**src/rtl/timer_prescaler_if.sv**
```systemverilog
// Register-file <-> prescaler connection: control inputs plus the
// tick, divided clock and selection status returned to the timer core.
interface timer_prescaler_if #(
    parameter int SEL_W = 3
) ();
    logic             sc_en;
    logic             sc_halt;
    logic             sc_clr;
    logic [SEL_W-1:0] sc_cks;
    logic             pre_tick;
    logic             pre_div_clk;
    logic [SEL_W-1:0] pre_cks_act;
    logic             pre_pend;

    // Register-file / test side: drives the controls and observes the outputs.
    modport master (
        output sc_en, sc_halt, sc_clr, sc_cks,
        input  pre_tick, pre_div_clk, pre_cks_act, pre_pend
    );

    // Prescaler side.
    modport slave (
        input  sc_en, sc_halt, sc_clr, sc_cks,
        output pre_tick, pre_div_clk, pre_cks_act, pre_pend
    );
endinterface

```
**src/rtl/timer_prescaler.sv**
```systemverilog
// Synchronous power-of-two prescaler: a single counter in the sc_clk domain
// produces a one-cycle tick and a registered 50% divided clock. The ratio is
// 2^min(sel+1, CNT_W). Selection changes are taken only at the period wrap,
// so the divided clock never shows a runt pulse.
module timer_prescaler #(
    parameter int CNT_W = 8,
    parameter int SEL_W = 3
) (
    input  logic              sc_clk,
    input  logic              sc_reset_n,
    timer_prescaler_if.slave  bus
);

    logic [CNT_W-1:0] cnt_reg;
    logic [CNT_W-1:0] cnt_next;
    logic             tick_reg;
    logic             tick_next;
    logic             div_reg;
    logic             div_next;
    logic [SEL_W-1:0] cks_act_reg;
    logic [SEL_W-1:0] cks_act_next;

    // Bits of the counter in use for the active ratio (all ones at N-1),
    // and a one-hot pointer at the top used bit (k-1) for the divided clock.
    logic [CNT_W-1:0] period_mask;
    logic [CNT_W-1:0] msb_sel;
    logic             wrap;
    logic             advance;

    genvar gi;
    generate
        for (gi = 0; gi < CNT_W; gi++) begin : g_mask
            // Bit gi is in use when gi < k, i.e. gi <= selection; larger
            // selections simply use every bit, which gives the clamp.
            assign period_mask[gi] = (int'(cks_act_reg) >= gi);
            if (gi == CNT_W - 1) begin : g_top
                assign msb_sel[gi] = period_mask[gi];
            end else begin : g_mid
                assign msb_sel[gi] = period_mask[gi] & ~period_mask[gi+1];
            end
        end
    endgenerate

    assign wrap    = (cnt_reg == period_mask);
    assign advance = bus.sc_en & ~bus.sc_halt & ~bus.sc_clr;

    // Next-state selection: clear/idle, then halt, then advance with wrap.
    always_comb begin
        cnt_next     = cnt_reg;
        tick_next    = 1'b0;
        div_next     = div_reg;
        cks_act_next = cks_act_reg;
        if (bus.sc_clr || !bus.sc_en) begin
            cnt_next     = '0;
            div_next     = 1'b0;
            cks_act_next = bus.sc_cks;
        end else if (bus.sc_halt) begin
            // Freeze: counter, divided clock and selection hold.
            cnt_next = cnt_reg;
        end else if (advance) begin
            if (wrap) begin
                cnt_next     = '0;
                tick_next    = 1'b1;
                cks_act_next = bus.sc_cks;
            end else begin
                cnt_next = cnt_reg + CNT_W'(1);
            end
            // Divided clock follows bit k-1 of the new count; after a wrap
            // the count is zero so the new ratio always starts low.
            div_next = |(cnt_next & msb_sel);
        end
    end

    // State registers with asynchronous active-low reset.
    always_ff @(posedge sc_clk or negedge sc_reset_n) begin
        if (!sc_reset_n) begin
            cnt_reg     <= '0;
            tick_reg    <= 1'b0;
            div_reg     <= 1'b0;
            cks_act_reg <= '0;
        end else begin
            cnt_reg     <= cnt_next;
            tick_reg    <= tick_next;
            div_reg     <= div_next;
            cks_act_reg <= cks_act_next;
        end
    end

    assign bus.pre_tick    = tick_reg;
    assign bus.pre_div_clk = div_reg;
    assign bus.pre_cks_act = cks_act_reg;
    assign bus.pre_pend    = (bus.sc_cks != cks_act_reg);

endmodule

```
**src/flat_wrapper.sv**
```systemverilog
// flat-port wrapper written by rule: the top's interface ports become plain ports
module timer_prescaler_flat 
#(
    parameter int CNT_W = 8,
    parameter int SEL_W = 3
)
  (sc_clk, sc_reset_n, bus_sc_en, bus_sc_halt, bus_sc_clr, bus_sc_cks, bus_pre_tick, bus_pre_div_clk, bus_pre_cks_act, bus_pre_pend);
  timer_prescaler_if #(.SEL_W(SEL_W)) bus_i ();
  input  logic sc_clk;
  input  logic sc_reset_n;
  input wire logic [$bits(bus_i.sc_en)-1:0] bus_sc_en;
  input wire logic [$bits(bus_i.sc_halt)-1:0] bus_sc_halt;
  input wire logic [$bits(bus_i.sc_clr)-1:0] bus_sc_clr;
  input wire logic [$bits(bus_i.sc_cks)-1:0] bus_sc_cks;
  output wire logic [$bits(bus_i.pre_tick)-1:0] bus_pre_tick;
  output wire logic [$bits(bus_i.pre_div_clk)-1:0] bus_pre_div_clk;
  output wire logic [$bits(bus_i.pre_cks_act)-1:0] bus_pre_cks_act;
  output wire logic [$bits(bus_i.pre_pend)-1:0] bus_pre_pend;
  assign bus_i.sc_en = bus_sc_en;
  assign bus_i.sc_halt = bus_sc_halt;
  assign bus_i.sc_clr = bus_sc_clr;
  assign bus_i.sc_cks = bus_sc_cks;
  assign bus_pre_tick = bus_i.pre_tick;
  assign bus_pre_div_clk = bus_i.pre_div_clk;
  assign bus_pre_cks_act = bus_i.pre_cks_act;
  assign bus_pre_pend = bus_i.pre_pend;
  timer_prescaler #(.CNT_W(CNT_W), .SEL_W(SEL_W)) u_core (.sc_clk(sc_clk), .sc_reset_n(sc_reset_n), .bus(bus_i));
endmodule
```
**config.mk**
```make
export PLATFORM = sky130hd
export DESIGN_NAME = timer_prescaler_flat
export DESIGN_NICKNAME = d
export VERILOG_FILES = /design/src/rtl/timer_prescaler_if.sv /design/src/rtl/timer_prescaler.sv /design/src/flat_wrapper.sv
export SDC_FILE = /design/constraint.sdc
export NUM_CORES = 1
export LEC_CHECK = 0
export CAP_MARGIN = 20
export CORE_UTILIZATION = 53
export CTS_CLUSTER_DIAMETER = 200
export DETAILED_ROUTE_END_ITERATION = 7
export PLACE_DENSITY = 0.78
export SYNTH_ARGS = -nofsm -noshare
export SYNTH_HDL_FRONTEND = slang
export SYNTH_SLANG_ARGS = --single-unit
```
**constraint.sdc**
```tcl
create_clock -name sc_clk -period 2.3 [get_ports sc_clk]
set_input_delay 0.46 -clock sc_clk [delete_from_list [all_inputs] [get_ports sc_clk]]
set_output_delay 0.46 -clock sc_clk [all_outputs]
set_load 0.01 [all_outputs]
```
==> parameters.txt, run 1 <==
Parameter                              Value

GRT
  Maximum number of pins on one net before global-route repair ... 14
  Vias in the first global route ... 913
  Global-route total usage across every layer ... 28.3%
  Antenna violations before repair ... 0
  Wire length of the first global-routing pass ... 4150 um
  Grt total ovfl ... 0

Setup path
  Kind of start point of the critical path ... flip-flop
  WP data arrival ... 2290 ps
  Peak fanout along the critical path ... 7
  Reg2Reg Setup Slack ... 170 ps
  Data required time of the critical path ... 2460 ps
  Setup CP Type ... flip-flop to flip-flop
  Capturing element type of the critical path ... flip-flop

Place
  Port Buffer Count ... 13
  Cell Area, Placed ... 0.00117 mm^2
  GP Congestion ... 0.939
  Placed insts ... 153
  Dpl hpwl ... 1850 um

Timing
  Post-layout minimum cycle time ... 2130 ps
  Worst hold margin ... 565 ps
  Setup skew after layout ... 3.39 ps
  Hold Vio Cnt, Final ... 0
  Unrepaired setup endpoints after global routing ... false
  Worst-Margin Slew ... 619 ps
  Post-route setup TNS ... 0 ps
  Fmax ... 0.470 GHz
  Total count of max-transition violations in the final report ... 0
  Tightest slew margin relative to the limit ... 58.6%
  Setup violations, final ... 0
  Crit share post-route ... 92.5%

Yosys
  Yosys warns ... 0
  Number of unique standard cell types used by synthesis ... 41
  Number of cells produced by synthesis ... 113
  Total standard cell area after synthesis ... 986 um^2
  Net count after synthesis ... 122
  Yosys reg bits ... 13
  Synthesized area per cell ... 8.73 um^2
  Sequential element share of the synthesized area ... 33.0%

Hold path
  Class of the most critical hold timing path ... input port to asynchronous set/reset pin

Route
  Via Count ... 954
  Total iterations of the first detailed-routing run ... 4
  Total Routed Length ... 2500 um
  Number of vias per cell after detailed routing ... 6.04
  Remaining antenna violation count ... 0
  Remaining design rule violation count ... 0
  WL per Instance ... 15.8 um
  Violation count after the first detailed-routing iteration ... 20

Finish
  Commonest non-fill, non-tap cell in the layout ... sky130_fd_sc_hd__clkdlybuf4s50_1
  Most frequent cells in the layout ... sky130_fd_sc_hd__clkdlybuf4s50_1 (13), sky130_fd_sc_hd__dfrtp_1 (11), sky130_fd_sc_hd__nor2_1 (10), sky130_fd_sc_hd__buf_4 (10), sky130_fd_sc_hd__xnor2_1 (9)
  Max reg flops ... 8
  Final cell count without fillers ... 158
  Layout Nets ... 143
  Final core occ ... 70.1%
  Diode insertion count for antenna repair ... 0
  Share of cells above drive strength 1 ... 15.8%
  Filler Cells Inserted ... 148
  Area added between synthesis and finish ... 22.8%
  Final non-filler cell area ... 0.00121 mm^2

Floorplan
  Die width ... 45.1 um
  Height of the die ... 45.1 um
  Row count ... 15
  Core Area ... 0.00173 mm^2
  Top Ports ... 14
  Die Area ... 0.00204 mm^2
  Initial standard-cell utilization of the core ... 57.1%

Clock network
  CTS H-tree depth ... 1
  TritonCTS buffer count ... 3
  Clk pin slew, worst setup/hold paths ... 80 ps
  Buffer depth of the longest clock path ... 2
  TritonCTS clock tree ... built
  Insertion delay to the later sink of the worst-skew pair ... 270 ps
  Clock Root Buffer ... sky130_fd_sc_hd__clkbuf_4
  Total number of clock tree sinks ... 13
  Cts-stage hold buffer count ... 0

Job
  Max-capacitance violation count ... 0

Outcome
  Outcome ... completed

Power
  Power density over the cells ... 421 mW/mm^2
  Worst vdd rail ir drop ... 0.000377 V
  Leak pwr ... 0.483 nW
==> cell type report <==
| type | count | area (um^2) | area share (%) |
|---|---|---|---|
| inverter | 6 | 22.5 | 1.86 |
| tap | 25 | 31.3 | 2.58 |
| clock buffer | 4 | 26.3 | 2.17 |
| sequential | 13 | 328 | 27.1 |
| timing repair buffer | 23 | 205 | 16.9 |
| multi-input combinational | 87 | 598 | 49.4 |
==> per-stage QoR <==
step / total power [W] / setup WS, ps
3_3_place_gp: 0.000365 / 180
5_1_grt: 0.000534 / 46.1
4_1_cts: 0.000509 / 84.5
2_1_floorplan: 0.000315 / 137
6_report: 0.000510 / 173
3_5_place_dp: 0.000367 / 102
==> Yosys cell counts <==
cell type	number	area share, %
sky130_fd_sc_hd__dfrtp_1	13	33
sky130_fd_sc_hd__nor2_1	10	3.8
sky130_fd_sc_hd__xnor2_1	9	8.0
sky130_fd_sc_hd__nand2_1	7	2.7
sky130_fd_sc_hd__inv_1	6	2.3
sky130_fd_sc_hd__nand3_1	5	2.5
sky130_fd_sc_hd__nor3_1	5	2.5
sky130_fd_sc_hd__nor4_1	5	3.2
sky130_fd_sc_hd__o21ai_0	5	2.5
sky130_fd_sc_hd__a21oi_1	3	1.5
sky130_fd_sc_hd__clkbuf_1	3	1.1
sky130_fd_sc_hd__mux2_2	3	3.4
sky130_fd_sc_hd__nand2b_1	3	1.9
sky130_fd_sc_hd__nor2b_1	3	1.9
sky130_fd_sc_hd__a31oi_1	2	1.3
sky130_fd_sc_hd__and3_1	2	1.3
sky130_fd_sc_hd__buf_2	2	1.0
sky130_fd_sc_hd__o2111a_1	2	2.3
sky130_fd_sc_hd__o311a_1	2	2.0
sky130_fd_sc_hd__o31ai_1	2	1.5
sky130_fd_sc_hd__a211oi_1	1	0.76
sky130_fd_sc_hd__a21boi_0	1	0.76
sky130_fd_sc_hd__a21o_1	1	0.76
sky130_fd_sc_hd__a221oi_1	1	0.89
sky130_fd_sc_hd__a22o_1	1	0.89
sky130_fd_sc_hd__a2bb2oi_1	1	0.89
sky130_fd_sc_hd__a31o_2	1	0.89
sky130_fd_sc_hd__and3b_1	1	0.89
sky130_fd_sc_hd__and4_1	1	0.89
sky130_fd_sc_hd__buf_4	1	0.76
sky130_fd_sc_hd__buf_6	1	1.1
sky130_fd_sc_hd__ha_1	1	1.3
sky130_fd_sc_hd__mux2i_1	1	1.0
sky130_fd_sc_hd__nor4b_1	1	0.89
sky130_fd_sc_hd__o221ai_1	1	0.89
sky130_fd_sc_hd__o311ai_1	1	0.89
sky130_fd_sc_hd__o41ai_4	1	2.8
sky130_fd_sc_hd__or2_2	1	0.63
sky130_fd_sc_hd__or3_1	1	0.63
sky130_fd_sc_hd__or4_1	1	0.76
sky130_fd_sc_hd__xor2_1	1	0.89
==> cell families after synthesis <==
| logic type | share of synthesized area (%) |
|---|---|
| buffers and inverters | 6.35 |
| muxes | 4.44 |
| adders and majority gates | 1.27 |
| AOI/OAI and AO/OA | 21.6 |
| xor gates and xnor gates | 8.88 |
| and+or+nand+nor | 24.5 |
| DFF | 33.0 |
==> critical path, stage by stage (launching register included) <==
cell	delay, ps
sky130_fd_sc_hd__dfrtp_1	440
sky130_fd_sc_hd__buf_4	180
sky130_fd_sc_hd__nor4_1	280
sky130_fd_sc_hd__o311ai_1	220
sky130_fd_sc_hd__o41ai_4	370
sky130_fd_sc_hd__buf_4	200
sky130_fd_sc_hd__mux2_2	330
==> routing by layer <==
layer | track usage, % | vias to the layer above | share of wire, %
met2 | 42.0 | 31 | 49
met3 | 3.60 | 6 | 3.6
met5 | 0 | - | 0
li1 | - | 458 | -
met4 | 15.8 | 0 | 2.2
met1 | 39.9 | 459 | 45
==> where the power goes <==
part / internal [W] / switching, W / total (W)
clock: 0.0000672 / 0.0000771 / 0.000144
combinational: 0.0000611 / 0.0000570 / 0.000118
sequential: 0.000235 / 0.0000124 / 0.000247
==> worst paths after layout <==
kind	depth (start not counted)	startpoint	to
max	6	u_core.bus.pre_cks_act[1]$_DFFE_PN0P_	u_core.bus.pre_cks_act[0]$_DFFE_PN0P_
min	1	sc_reset_n	u_core.cnt_reg[7]$_DFFE_PN0P_
max reg2reg	6	u_core.bus.pre_cks_act[1]$_DFFE_PN0P_	u_core.bus.pre_cks_act[0]$_DFFE_PN0P_
min reg2reg	2	u_core.bus.pre_div_clk$_DFFE_PN0P_	u_core.bus.pre_div_clk$_DFFE_PN0P_
max in group asynchronous	1	sc_reset_n	u_core.bus.pre_cks_act[0]$_DFFE_PN0P_
min in group sc_clk	2	u_core.bus.pre_div_clk$_DFFE_PN0P_	u_core.bus.pre_div_clk$_DFFE_PN0P_
==> what timing repair did <==
item                                    4_1_cts  5_1_grt
resized for setup                             0        2
setup buffers                                 0        1
endpoints found under the setup margin        0        3
(Power assumes the default switching activity.)
==> run 2: changes to the inputs <==
--- a/config.mk
+++ b/config.mk
@@ -5,11 +5,12 @@
 export SDC_FILE = /design/constraint.sdc
 export NUM_CORES = 1
 export LEC_CHECK = 0
-export CAP_MARGIN = 20
+export CAP_MARGIN = 30
 export CORE_UTILIZATION = 53
 export CTS_CLUSTER_DIAMETER = 200
 export DETAILED_ROUTE_END_ITERATION = 7
 export PLACE_DENSITY = 0.78
+export SLEW_MARGIN = 20
 export SYNTH_ARGS = -nofsm -noshare
 export SYNTH_HDL_FRONTEND = slang
 export SYNTH_SLANG_ARGS = --single-unit
==> results of run 2 <==
Final layout, timing and power as in run 1 (identical DEF).
==> run 3: changes to the inputs <==
--- a/config.mk
+++ b/config.mk
@@ -6,6 +6,7 @@
 export NUM_CORES = 1
 export LEC_CHECK = 0
 export CAP_MARGIN = 30
+export CORE_MARGIN = 2
 export CORE_UTILIZATION = 53
 export CTS_CLUSTER_DIAMETER = 200
 export DETAILED_ROUTE_END_ITERATION = 7
==> run 3 against run 2 <==
Effect of this change: flip-flop and latch count unchanged; sequential power hardly changed; wire length down 0.16%; count of clock-buffer cells in the layout decreased by 1; clock skew rose by 0.82 ps; design area grew 0.31%; sequential share of layout area decreased by 0.084 points; critical path type unchanged.
==> parameters.txt, run 3 (same netlist as run 1, synthesis figures left out) <==
Parameter                              Value

Setup path
  R2r startpoint ... u_core.bus.pre_cks_act[0]$_DFFE_PN0P_
  Crit. Startpoint ... u_core.bus.pre_cks_act[0]$_DFFE_PN0P_
  Setup CP Type ... flip-flop to flip-flop
  Peak fanout along the critical path ... 9
  WP data arrival ... 2410 ps
  Capturing element type of the critical path ... flip-flop
  End point of the critical path ... u_core.bus.pre_cks_act[2]$_DFFE_PN0P_
  Data required time of the critical path ... 2480 ps
  Count of cells along the worst register-to-register path ... 5
  Reg2Reg Setup Slack ... 70 ps
  Kind of start point of the critical path ... flip-flop
  Capture instance of the worst register-to-register path ... u_core.bus.pre_cks_act[2]$_DFFE_PN0P_

Place
  Placed insts ... 154
  GP Congestion ... 0.902
  Port Buffer Count ... 13
  Dpl hpwl ... 1900 um
  Worst slack, placed ... 61.5 ps

Hold path
  Class of the most critical hold timing path ... input port to asynchronous set/reset pin

Timing
  Fmax ... 0.448 GHz
  Worst-Margin Slew ... 598 ps
  Setup violations, final ... 0
  Crit share post-route ... 97.1%
  Total count of max-transition violations in the final report ... 0
  Tightest slew margin relative to the limit ... 60.0%
  Unrepaired setup endpoints after global routing ... false
  Setup skew after layout ... 4.20 ps
  Post-route setup TNS ... 0 ps
  Hold Vio Cnt, Final ... 0
  Slack of the critical path ... 67.5 ps
  Post-layout minimum cycle time ... 2230 ps

Route
  WL per Instance ... 15.8 um
  Remaining design rule violation count ... 0
  Number of vias per cell after detailed routing ... 6.16
  Violation count after the first detailed-routing iteration ... 42
  Via Count ... 974
  Remaining antenna violation count ... 0
  Total Routed Length ... 2490 um
  Total iterations of the first detailed-routing run ... 5

Power
  PnR Total Power ... 0.000515 W
  Worst vdd rail ir drop ... 0.000347 V
  Power density over the cells ... 424 mW/mm^2
  Leak pwr ... 0.488 nW

Clock network
  CTS H-tree depth ... 1
  Insertion delay to the later sink of the worst-skew pair ... 290 ps
  Total number of clock tree sinks ... 13
  TritonCTS buffer count ... 3
  TritonCTS clock tree ... built
  Clock Root Buffer ... sky130_fd_sc_hd__clkbuf_4
  Buffer depth of the longest clock path ... 2
  Post-CTS Setup Bufs ... 0
  Clk pin slew, worst setup/hold paths ... 90 ps
  Cts-stage hold buffer count ... 0

Floorplan
  Die Area ... 0.00222 mm^2
  Core Area ... 0.00175 mm^2
  Die width ... 47.1 um
  Height of the die ... 47.1 um
  Initial standard-cell utilization of the core ... 56.5%
  Row count ... 15
  Top Ports ... 14

GRT
  Global-route total usage across every layer ... 27.2%
  Maximum number of pins on one net before global-route repair ... 14
  Grt total ovfl ... 0
  Antenna violations before repair ... 0
  Wire length of the first global-routing pass ... 4050 um
  Vias in the first global route ... 919

Outcome
  Outcome ... completed

Finish
  Area added between synthesis and finish ... 23.2%
  Layout Nets ... 143
  Share of cells above drive strength 1 ... 16.5%
  Diode insertion count for antenna repair ... 0
  Max reg flops ... 8
  Commonest non-fill, non-tap cell in the layout ... sky130_fd_sc_hd__clkdlybuf4s50_1
  Final cell count without fillers ... 158
  Most frequent cells in the layout ... sky130_fd_sc_hd__clkdlybuf4s50_1 (12), sky130_fd_sc_hd__dfrtp_1 (11), sky130_fd_sc_hd__nor2_1 (10), sky130_fd_sc_hd__buf_4 (10), sky130_fd_sc_hd__xnor2_1 (9)

Job
  Max-capacitance violation count ... 0
-- run 3: worst min path at each step --
| stage | from | end | slack (ps) |
|---|---|---|---|
| after global routing | sc_reset_n | u_core.cnt_reg[4]$_DFFE_PN0P_ | 590 |
| after floorplan | sc_reset_n | u_core.bus.pre_cks_act[0]$_DFFE_PN0P_ | 160 |
| after global placement | u_core.bus.pre_div_clk$_DFFE_PN0P_ | u_core.bus.pre_div_clk$_DFFE_PN0P_ | 570 |
| after CTS | sc_reset_n | u_core.cnt_reg[6]$_DFFE_PN0P_ | 560 |
| after detailed placement | u_core.bus.pre_div_clk$_DFFE_PN0P_ | u_core.bus.pre_div_clk$_DFFE_PN0P_ | 600 |
| final | sc_reset_n | u_core.cnt_reg[6]$_DFFE_PN0P_ | 540 |
-- run 3: stage by stage --
stage | cell area [um^2] | hold WS (ps) | util [%]
finish | 1210 | 542 | 69.6
global route | 1210 | 589 | 69.6
CTS | 1210 | 564 | 69.3
detailed placement | 1180 | 595 | 67.7
global placement | 1180 | 567 | 67.7
floorplan | 986 | 164 | -
-- run 3: area by class of cell --
cell class                      instances  area [um^2]
Multi-Input combinational cell         87          598
Sequential cell                        13          328
Timing Repair Buffer                   23          208
Clock inverter                          1         5.00
Tap cell                               25         31.3
Inverter                                6         22.5
Fill cell                             144          531
Clock buffer                            3         22.5
-- run 3: worst max-delay path: stages (launching register included) --
cell and delay [ps]:
sky130_fd_sc_hd__dfrtp_2 470, sky130_fd_sc_hd__buf_4 180, sky130_fd_sc_hd__nor4_1 330, sky130_fd_sc_hd__o311ai_1 220, sky130_fd_sc_hd__o41ai_4 540, sky130_fd_sc_hd__mux2_2 390
-- run 3: where the power goes --
group / internal (W) / switching [W] / leakage [nW] / total, W
Combinational: 0.0000613 / 0.0000581 / 0.299 / 0.000119
Clock: 0.0000647 / 0.0000836 / 0.0177 / 0.000148
Sequential: 0.000235 / 0.0000123 / 0.172 / 0.000247
-- run 3: per-layer routing --
metal  track usage, %  wire length, um  vias to the layer above
li1                 -                -                      457
met3             6.92              222                       12
met4             11.7               65                        0
met1             37.0              985                      449
met5                0                0                        -
met2             41.4             1220                       56
-- run 3: timing repair --
item / in CTS / in global routing
gates resized for setup: 0 / 3
endpoints found under the setup margin: 0 / 3
endpoints found under the hold margin: 0 / 0
